File: src/rtl/tns_decoder_31_pipe.sv
// Three-stage pipelined decoder for 31-bit TNS codewords.
// Each set code bit contributes a fixed weight. The weights form a tribonacci
// series: bit0=1, bit1=2, bit2=4, and every later weight is the sum of the
// three weights below it. The data word is the sum of the weights of the set
// bits. One extra accumulator bit flags sums that do not fit the data width.
// Weights of bits 30..21 are added ahead of stage S1, bits 20..11 ahead of S2,
// and bits 10..0 ahead of S3. A valid/ready handshake with full backpressure
// sits on each side.
module tns_decoder_31_pipe (
    input  logic        clock,
    input  logic        rst_n,
    input  logic [30:0] code_in,
    input  logic        in_valid,
    output logic        in_ready,
    output logic [26:0] data_out,
    output logic        out_err,
    output logic        out_valid,
    input  logic        out_ready
);

    localparam int BLEN11_C = 27;
    localparam int ACC_W    = BLEN11_C + 1;

    // Weight table. Group gg sits on bits 3g-1 (A), 3g-2 (B) and 3g-3 (C).
    // Bit 30 is the lone C weight of group 11.
    localparam logic [ACC_W-1:0] TNS01_C = 28'd1;
    localparam logic [ACC_W-1:0] TNS01_B = 28'd2;
    localparam logic [ACC_W-1:0] TNS01_A = 28'd4;
    localparam logic [ACC_W-1:0] TNS02_C = 28'd7;
    localparam logic [ACC_W-1:0] TNS02_B = 28'd13;
    localparam logic [ACC_W-1:0] TNS02_A = 28'd24;
    localparam logic [ACC_W-1:0] TNS03_C = 28'd44;
    localparam logic [ACC_W-1:0] TNS03_B = 28'd81;
    localparam logic [ACC_W-1:0] TNS03_A = 28'd149;
    localparam logic [ACC_W-1:0] TNS04_C = 28'd274;
    localparam logic [ACC_W-1:0] TNS04_B = 28'd504;
    localparam logic [ACC_W-1:0] TNS04_A = 28'd927;
    localparam logic [ACC_W-1:0] TNS05_C = 28'd1705;
    localparam logic [ACC_W-1:0] TNS05_B = 28'd3136;
    localparam logic [ACC_W-1:0] TNS05_A = 28'd5768;
    localparam logic [ACC_W-1:0] TNS06_C = 28'd10609;
    localparam logic [ACC_W-1:0] TNS06_B = 28'd19513;
    localparam logic [ACC_W-1:0] TNS06_A = 28'd35890;
    localparam logic [ACC_W-1:0] TNS07_C = 28'd66012;
    localparam logic [ACC_W-1:0] TNS07_B = 28'd121415;
    localparam logic [ACC_W-1:0] TNS07_A = 28'd223317;
    localparam logic [ACC_W-1:0] TNS08_C = 28'd410744;
    localparam logic [ACC_W-1:0] TNS08_B = 28'd755476;
    localparam logic [ACC_W-1:0] TNS08_A = 28'd1389537;
    localparam logic [ACC_W-1:0] TNS09_C = 28'd2555757;
    localparam logic [ACC_W-1:0] TNS09_B = 28'd4700770;
    localparam logic [ACC_W-1:0] TNS09_A = 28'd8646064;
    localparam logic [ACC_W-1:0] TNS10_C = 28'd15902591;
    localparam logic [ACC_W-1:0] TNS10_B = 28'd29249425;
    localparam logic [ACC_W-1:0] TNS10_A = 28'd53798080;
    localparam logic [ACC_W-1:0] TNS11_C = 28'd98950096;

    // Weight of code bit k. Indices outside the codeword weigh nothing.
    function automatic logic [ACC_W-1:0] tns_weight(input int k);
        logic [ACC_W-1:0] w;
        case (k)
            0:       w = TNS01_C;
            1:       w = TNS01_B;
            2:       w = TNS01_A;
            3:       w = TNS02_C;
            4:       w = TNS02_B;
            5:       w = TNS02_A;
            6:       w = TNS03_C;
            7:       w = TNS03_B;
            8:       w = TNS03_A;
            9:       w = TNS04_C;
            10:      w = TNS04_B;
            11:      w = TNS04_A;
            12:      w = TNS05_C;
            13:      w = TNS05_B;
            14:      w = TNS05_A;
            15:      w = TNS06_C;
            16:      w = TNS06_B;
            17:      w = TNS06_A;
            18:      w = TNS07_C;
            19:      w = TNS07_B;
            20:      w = TNS07_A;
            21:      w = TNS08_C;
            22:      w = TNS08_B;
            23:      w = TNS08_A;
            24:      w = TNS09_C;
            25:      w = TNS09_B;
            26:      w = TNS09_A;
            27:      w = TNS10_C;
            28:      w = TNS10_B;
            29:      w = TNS10_A;
            30:      w = TNS11_C;
            default: w = {ACC_W{1'b0}};
        endcase
        return w;
    endfunction

    // Pipeline state.
    logic             s1_v_q, s2_v_q, s3_v_q;
    logic [ACC_W-1:0] s1_acc_q, s2_acc_q, s3_acc_q;
    logic [ACC_W-1:0] s1_acc_d, s2_acc_d, s3_acc_d;
    logic [20:0]      s1_bits_q;
    logic [10:0]      s2_bits_q;

    // Stage load enables. A stage loads when it is empty or when its
    // successor loads, so a single out_ready stall ripples back to in_ready.
    logic s1_load, s2_load, s3_load;

    assign s3_load  = !s3_v_q || out_ready;
    assign s2_load  = !s2_v_q || s3_load;
    assign s1_load  = !s1_v_q || s2_load;
    assign in_ready = s1_load;

    // Partial sum of bits 30..21 of the incoming codeword.
    always_comb begin
        s1_acc_d = {ACC_W{1'b0}};
        for (int i = 21; i < 31; i++) begin
            if (code_in[i]) begin
                s1_acc_d = s1_acc_d + tns_weight(i);
            end else begin
                s1_acc_d = s1_acc_d;
            end
        end
    end

    // Add the weights of bits 20..11, which are held in S1.
    always_comb begin
        s2_acc_d = s1_acc_q;
        for (int i = 11; i < 21; i++) begin
            if (s1_bits_q[i]) begin
                s2_acc_d = s2_acc_d + tns_weight(i);
            end else begin
                s2_acc_d = s2_acc_d;
            end
        end
    end

    // Add the weights of bits 10..0, which are held in S2.
    always_comb begin
        s3_acc_d = s2_acc_q;
        for (int i = 0; i < 11; i++) begin
            if (s2_bits_q[i]) begin
                s3_acc_d = s3_acc_d + tns_weight(i);
            end else begin
                s3_acc_d = s3_acc_d;
            end
        end
    end

    // Advance the pipeline. A stage that loads from an empty predecessor
    // becomes a bubble and keeps its old payload to avoid useless toggling.
    always_ff @(posedge clock) begin
        if (!rst_n) begin
            s1_v_q    <= 1'b0;
            s2_v_q    <= 1'b0;
            s3_v_q    <= 1'b0;
            s1_acc_q  <= {ACC_W{1'b0}};
            s2_acc_q  <= {ACC_W{1'b0}};
            s3_acc_q  <= {ACC_W{1'b0}};
            s1_bits_q <= 21'd0;
            s2_bits_q <= 11'd0;
        end else begin
            if (s1_load) begin
                s1_v_q <= in_valid;
                if (in_valid) begin
                    s1_acc_q  <= s1_acc_d;
                    s1_bits_q <= code_in[20:0];
                end
            end
            if (s2_load) begin
                s2_v_q <= s1_v_q;
                if (s1_v_q) begin
                    s2_acc_q  <= s2_acc_d;
                    s2_bits_q <= s1_bits_q[10:0];
                end
            end
            if (s3_load) begin
                s3_v_q <= s2_v_q;
                if (s2_v_q) begin
                    s3_acc_q <= s3_acc_d;
                end
            end
        end
    end

    assign data_out  = s3_acc_q[BLEN11_C-1:0];
    assign out_err   = s3_acc_q[ACC_W-1];
    assign out_valid = s3_v_q;

endmodule
File: config.mk
export PLATFORM = sky130hd
export DESIGN_NAME = tns_decoder_31_pipe
export DESIGN_NICKNAME = d
export VERILOG_FILES = /design/src/rtl/tns_decoder_31_pipe.sv
export SDC_FILE = /design/constraint.sdc
export NUM_CORES = 1
export LEC_CHECK = 0
export CAP_MARGIN = 20
export CORE_ASPECT_RATIO = 1.2
export CORE_MARGIN = 8
export CORE_UTILIZATION = 55
export DETAILED_ROUTE_END_ITERATION = 12
export HOLD_SLACK_MARGIN = 0.02
export PLACE_DENSITY = 0.82
export SYNTH_ARGS = -nofsm -noshare
export SYNTH_HDL_FRONTEND = slang
export SYNTH_SLANG_ARGS = --single-unit
File: constraint.sdc
create_clock -name clock -period 12.9 [get_ports clock]
set_input_delay 1.29 -clock clock [delete_from_list [all_inputs] [get_ports clock]]
set_output_delay 1.29 -clock clock [all_outputs]
set_load 0.005 [all_outputs]
### Yosys cells after proc, flatten, opt, wreduce, memory -nomap -nowiden

Index checks and enable logic that the tools add are counted.
Widths: inputs -> output; s select.

| operators by class | value |
|---|---|
| add/sub/neg operators | 30 |
| reductions and logical operators | 9 |
| mux-type cells | 61 |

Operator list:

| kind | number |
|---|---|
| $mux 28 | 60 |
| $add 28x28->28 | 30 |
| $mux 19 | 1 |
| $reduce_and 2->1 | 3 |
| $logic_not 1->1 | 3 |
| $logic_or 1x1->1 | 3 |

| storage, ports and cells | value |
|---|---|
| word-level logic and storage cells | 108 |
| register bits after elaboration | 119 |
| output and inout port bits | 30 |

### Logic depth before layout (Yosys ltp)

Gate-level depths: netlist (run 1).

| logic depth | value |
|---|---|
| depth in word-level cells | 23 |
| mapped depth | 41 |

### Worst setup path before layout (run 1)

OpenSTA, ideal clock, no wires.

| path | value |
|---|---|
| path kind | reg2reg |
| start point | register s2_acc_q[1] |
| end point | register s3_acc_q[27] |
| arrival | 9.067 ns |
| library setup time | 0.087 ns |
| path slack | 3.746 ns |
| data required time | 12.813 ns |
| cell stages (with the launch flop) | 39 |
| path through | dfxtp_1 ha_1 buf_2 nand2_1 xnor2_1 ha_1 and2_1 clkbuf_1 xor3_1 inv_1 ha_1 nand2_1 a21boi_1 xnor2_1 nand2_1 o211a_1 buf_4 xnor2_1 (+3 left out) or4_1 and3_1 a2111oi_0 and2_1 buf_2 a31oi_2 xnor2_1 or4_4 or3_4 xnor2_1 nor3b_1 or3b_1 or3b_1 or4_4 nor4_4 nand3_1 xnor2_1 o31ai_1 |

| on the way | value |
|---|---|
| longest elaborated chain between the ends | 22 |

Ends and longest elaborated chain:

| element | RTL line | text |
|---|---|---|
| start, declared | 100 | `logic [ACC_W-1:0] s1_acc_q, s2_acc_q, s3_acc_q;` |
| start signal, assigned | 158 | `s2_acc_q <= {ACC_W{1'b0}};` |
| $add 28x28->28 | 143 | `s3_acc_d = s3_acc_d + tns_weight(i);` |
| $mux 28 (*) | 142 | `if (s2_bits_q[i]) begin` |
| $add 28x28->28 | 143 |  |
| $mux 28 (*) | 142 |  |
| $add 28x28->28 | 143 |  |
| $mux 28 (*) | 142 |  |
| $add 28x28->28 | 143 |  |
| $mux 28 (*) | 142 |  |
| (+6 left out) | n/a |  |
| $add 28x28->28 | 143 |  |
| $mux 28 (*) | 142 |  |
| $add 28x28->28 | 143 |  |
| $mux 28 (*) | 142 |  |
| $add 28x28->28 | 143 |  |
| $mux 28 (*) | 142 |  |
| $add 28x28->28 | 143 |  |
| $mux 28 (*) | 142 |  |
| end signal, assigned | 159 | `s3_acc_q <= {ACC_W{1'b0}};` |
| end, declared | 100 |  |

Mark *: on every way between the ends. The rest lies on a longest branch, timed or not.
A chain may end at the register's enable or synchronous reset.

### Worst setup path in the final report (run 1)

Same ends and word-level chain as after synthesis.

==> out/summary.txt, run 1 <==
Endpoints failing setup = 0
Period minus WS final = 10.24 ns
Placement Rows = 85
Horiz. Die Dim = 211 um
Share of layout cells above drive strength 1 = 0.0586
Slew HR = 0.272
LEAKAGE = 8.73 nW
GPL Wtd Cong = 0.959
Placed wire-length estimate = 54400 um
CP peak stage delay = 0.71 ns
Largest net degree at the start of global routing = 75
Hold_ws = 0.450 ns
Fillcell total = 4396
Max IR drop VDD = 0.123 mV
Antenna Violating Nets Remaining = 0
Final worst path period share = 0.794
Worst Path Buf+Inv = 1
GRT Util Overall = 0.247
Flops & latches, synth = 119
Max cap viols = 0
CTS tree = yes
Synth warn = 0
Clock transition at path regs = 0.05 ns
Root buffer cell = clkbuf_16
Power Density = 133 nW/um^2
Post-synthesis average cell area = 7.04 um^2
Crit path max fanout = 10
Arrival @ worst endpoint = 10.61 ns
Die height = 250 um
Most common flop cell mapped by yosys = dfxtp_1
Synth async-reset ratio = 0
Slowest CP cell = a2111oi_0
DRC = 0
Post-synth EDFFs = 0
Reg-to-Reg Start = s2_acc_q[1]
Vias in the first global route = 24.2k
Highest-count cells in the layout ignoring fill and taps = 420 x nand2_1, 380 x xnor2_1, 286 x nor2_1
Status = completed
Hold crit path type = flip-flop to flip-flop
WS Path Type = flip-flop to flip-flop
Critical path's top delay family = simple AND/OR/NAND/NOR gates
Slew @ Worst Pin = 1.09 ns
Router iterations before antenna repair = 5
Core Footprint = 44900 um^2
Endpoints failing hold = 0
Multi-input logic area = 21700 um^2
I/O pin cnt = 65
FF/Latch Area = 2380 um^2
Routed WL = 67500 um
Vias = 25.8k
Sequential area share after synthesis = 0.0953
Syn_nets = 3630
Total Neg Setup Slack = 0 ns
H-tree Lvls = 4
Count of different cell masters after synthesis = 131
Worst Setup End Kind = flip-flop
Critical path launch point type = flip-flop
Average wire per standard cell = 16.4 um
Resized Gates After CTS = 0
Nets = 3581
CTS Hold Bufs = 0
I/O Buffers = 64
Starting DRT DRC Count = 1623
CTS buffer count = 17
WP data required = 13.27 ns
Final Slew Violations = 0
Hold Crit Start = s1_bits_q[0]
Max frequency = 97.6 MHz
Mapped Cells = 3550
Final Skew = 0.0142 ns
RSZ-0062 raised after global routing = false
Initial antenna violation count = 0
Cell mode on critical path = xnor2_1
Diode count = 0
Initial core utilization = 0.557
Most common cell after layout, fill and taps aside = nand2_1
Maximum clock path buffer count = 2
Crit. Startpoint = s2_acc_q[1]
Clock insertion delay at the later pin of the skew report = 0.47 ns
Area delta synth->final = 6.06%
Mapped Area = 25000 um^2
GRT overflow = 0
Setup repair bufs after CTS = 0
DIE AREA = 52600 um^2
DR vias/cell = 6.26
First-pass GRT wire length = 112000 um
CTS sink cnt = 119
[final cells by class]
| type | count | area share |
|---|---|---|
| multi-input cells | 3190 | 0.817 |
| flip-flops and latches | 119 | 0.0898 |
| clock buffers | 21 | 0.0177 |
| repair buffers | 76 | 0.0283 |
| clock inverters | 10 | 0.00453 |
| well taps | 609 | 0.0287 |
| inverters | 97 | 0.0138 |
[synth_stat cells (16+ instances only)]
| cell type | n | share of area |
|---|---|---|
| nand3_1 | 155 | 0.031 |
| and3_1 | 56 | 0.014 |
| nand4_1 | 62 | 0.016 |
| o21a_1 | 31 | 0.0093 |
| xnor2_1 | 380 | 0.13 |
| nand3b_1 | 23 | 0.0069 |
| nor2_1 | 286 | 0.043 |
| nor3b_1 | 17 | 0.0051 |
| xnor3_1 | 16 | 0.014 |
| clkbuf_1 | 104 | 0.016 |
| buf_2 | 21 | 0.0042 |
| o31ai_1 | 37 | 0.011 |
| ha_1 | 45 | 0.023 |
| and4_1 | 18 | 0.0063 |
| inv_1 | 94 | 0.014 |
| nor3_1 | 128 | 0.026 |
| a21oi_1 | 201 | 0.040 |
| or2_2 | 29 | 0.0073 |
| o21ai_0 | 137 | 0.027 |
| o21ai_1 | 19 | 0.0038 |
| o211a_1 | 16 | 0.0064 |
| dfxtp_1 | 119 | 0.095 |
| o211ai_1 | 61 | 0.018 |
| nor4_1 | 63 | 0.016 |
| mux2i_1 | 33 | 0.013 |
| a211oi_1 | 71 | 0.021 |
| nand2b_1 | 53 | 0.013 |
| o21bai_1 | 16 | 0.0048 |
| a21o_1 | 30 | 0.0090 |
| o2111ai_1 | 21 | 0.0074 |
| nor2b_1 | 24 | 0.0060 |
| nand2_1 | 420 | 0.063 |
| and2_1 | 55 | 0.014 |
| a21boi_0 | 17 | 0.0051 |
| a31oi_1 | 33 | 0.0083 |
| xor2_1 | 212 | 0.074 |
| or3_1 | 35 | 0.0088 |
[registers in the layout (all words and copies together) (netlist names)]
signal     flops
out_valid      1
s1_acc_q      28
s1_bits_q     21
s1_v_q         1
s2_acc_q      28
s2_bits_q     11
s2_v_q         1
s3_acc_q      28
[cell families after synthesis]
kind of cell               after synthesis  synth area share
muxes                                   44            0.0182
AOI/OAI and AO/OA                      929             0.266
xor gates and xnor gates               621             0.232
and+or+nand+nor                       1547             0.326
buffers and inverters                  241            0.0390
DFF                                    119            0.0953
adders and majority gates               49            0.0241
[final timing paths]
kind	end	slack, ns	cells after the start
max	s3_acc_q[27]	2.66	33
min	s2_bits_q[0]	0.45	2
max reg2reg	s3_acc_q[27]	2.66	33
min reg2reg	s2_bits_q[0]	0.45	2
[through the flow]
step / total power [mW] / std cells / util / area, um^2 / setup slack [ns]
floorplan: 2.53 / 3550 / - / 25000 / 3.75
global route: 3.81 / 4122 / 0.591 / 26500 / 1.84
CTS: 3.49 / 4121 / 0.590 / 26500 / 2.70
global placement: 2.96 / 4090 / 0.577 / 25900 / 3.02
finish: 3.52 / 4122 / 0.591 / 26500 / 2.66
detailed placement: 2.99 / 4090 / 0.577 / 25900 / 2.71
[worst reg2reg max path: cells and delay by family (launching register included)]
kind | cells | cell delay [ns]
and+or+nand+nor | 16 | 5.50
xor gates and xnor gates | 8 | 1.63
AOI/OAI and AO/OA | 5 | 1.54
adders and majority gates | 3 | 0.92
DFF | 1 | 0.47
buffers and inverters | 1 | 0.08
[report_power, final]
| part | switching (mW) | total, mW | internal (mW) |
|---|---|---|---|
| clock | 0.188 | 0.486 | 0.298 |
| sequential | 0.0807 | 0.497 | 0.416 |
| combinational | 1.57 | 2.54 | 0.969 |
| total | 1.84 | 3.52 | 1.68 |
[per-layer routing]
layer	GRT usage	part of all wire	routed length, um
met1	0.259	0.40	26900
met2	0.468	0.52	34900
met3	0.0296	0.035	2350
met4	0.136	0.050	3350
met5	0	0	0
(Power assumes the default switching activity.)
==> inputs of run 2 (changes only) <==
==> constraint.sdc (replaced) <==
create_clock -name clock -period 10.6 [get_ports clock]
set_input_delay 1.06 -clock clock [delete_from_list [all_inputs] [get_ports clock]]
set_output_delay 1.06 -clock clock [all_outputs]
set_load 0.005 [all_outputs]
==> out/summary.txt, run 2 (synthesized netlist as in run 1, its figures left out) <==
GRT overflow = 0
Endpoints failing hold = 0
CP peak stage delay = 0.57 ns
Most common cell after layout, fill and taps aside = nand2_1
Slew HR = 0.298
Cell mode on critical path = xnor2_1
Max cap viols = 0
Router iterations before antenna repair = 7
Crit path max fanout = 10
Horiz. Die Dim = 211 um
Worst Path Buf+Inv = 1
RSZ-0062 raised after global routing = false
DR vias/cell = 6.29
Slew @ Worst Pin = 1.05 ns
Setup repair bufs after CTS = 0
WS Path Type = flip-flop to flip-flop
Critical path launch point type = flip-flop
CTS buffer count = 17
Period minus WS final = 9.81 ns
Total power = 4.25 mW
Fillcell total = 4302
Share of layout cells above drive strength 1 = 0.0634
Diode count = 0
I/O Buffers = 64
Hold crit path type = flip-flop to flip-flop
DRC = 0
Initial antenna violation count = 0
Final worst path period share = 0.925
Maximum clock path buffer count = 2
Placement Rows = 85
H-tree Lvls = 4
Antenna Violating Nets Remaining = 0
CTS sink cnt = 119
WP data required = 10.97 ns
Total Neg Setup Slack = 0 ns
Biggest regs = s1_acc_q x28, s2_acc_q x28, s3_acc_q x28
Clock transition at path regs = 0.06 ns
Fin cells = 4127
Worst Setup End Kind = flip-flop
Average wire per standard cell = 16.3 um
Clock insertion delay at the later pin of the skew report = 0.48 ns
LEAKAGE = 8.74 nW
Root buffer cell = clkbuf_16
DIE AREA = 52600 um^2
Nets = 3585
Core Footprint = 44900 um^2
Max IR drop VDD = 0.141 mV
Final Slew Violations = 0
CTS Hold Bufs = 0
Final core occ = 0.592
Vias in the first global route = 24.7k
Endpoints failing setup = 0
Arrival @ worst endpoint = 10.18 ns
Vias = 26.0k
Largest net degree at the start of global routing = 66
I/O pin cnt = 65
DP Worst Slack = 0.468 ns
Area delta synth->final = 6.30%
Max frequency = 102 MHz
Minimum setup slack in the final design = 0.794 ns
Routed WL = 67100 um
Critical path's top delay family = simple AND/OR/NAND/NOR gates
Initial core utilization = 0.557
Die height = 250 um
Power Density = 160 nW/um^2
Slowest CP cell = or4_1
GPL Wtd Cong = 0.937
First-pass GRT wire length = 113000 um
Placed wire-length estimate = 54000 um
Status = completed
Hold_ws = 0.448 ns
GRT Util Overall = 0.250
Fin area = 26600 um^2
Starting DRT DRC Count = 1408
Highest-count cells in the layout ignoring fill and taps = 420 x nand2_1, 378 x xnor2_1, 286 x nor2_1
Final Skew = 0.0129 ns
Placed cells = 4094
Cell Area, Placed = 25900 um^2
CTS tree = yes
[run 2: worst paths after layout]
path | start | to | slack [ns] | cells after the start
setup / recovery | s2_acc_q[0] | s3_acc_q[27] | 0.79 | 33
hold / removal | s1_bits_q[0] | s2_bits_q[0] | 0.45 | 2
setup reg to reg | s2_acc_q[0] | s3_acc_q[27] | 0.79 | 33
hold reg to reg | s1_bits_q[0] | s2_bits_q[0] | 0.45 | 2
[run 2: final cells by class]
class / count / area, um^2 / share of cell area
inverter: 97 / 367 / 0.0138
tap: 609 / 762 / 0.0287
multi-input combinational: 3190 / 21700 / 0.818
sequential: 119 / 2380 / 0.0897
clock buffer: 17 / 425 / 0.0160
timing repair buffer: 80 / 781 / 0.0294
clock inverter: 15 / 133 / 0.00499
[run 2: timing repair]
item                                    CTS  global route
endpoints found under the hold margin     0             0
endpoints found under the setup margin    0             6
gates resized for setup                   0            12
[run 2: where the power goes]
part	total (mW)	switching (mW)	leakage, nW	internal, mW
sequential	0.606	0.0996	0.975	0.506
combinational	3.08	1.90	7.50	1.18
clock	0.565	0.259	0.260	0.306
[run 2: tightest hold or removal path, stage by stage (launching register included)]
cell and delay [ns]:
dfxtp_1 0.31, nand2_1 0.05, a21oi_1 0.05
[run 2: layer usage]
layer | GRT usage | up-vias | routed length (um)
met3 | 0.0326 | 213 | 2310
met5 | 0 | - | 0
met1 | 0.260 | 12086 | 26700
met4 | 0.146 | 0 | 3610
met2 | 0.470 | 669 | 34500
li1 | - | 13004 | -
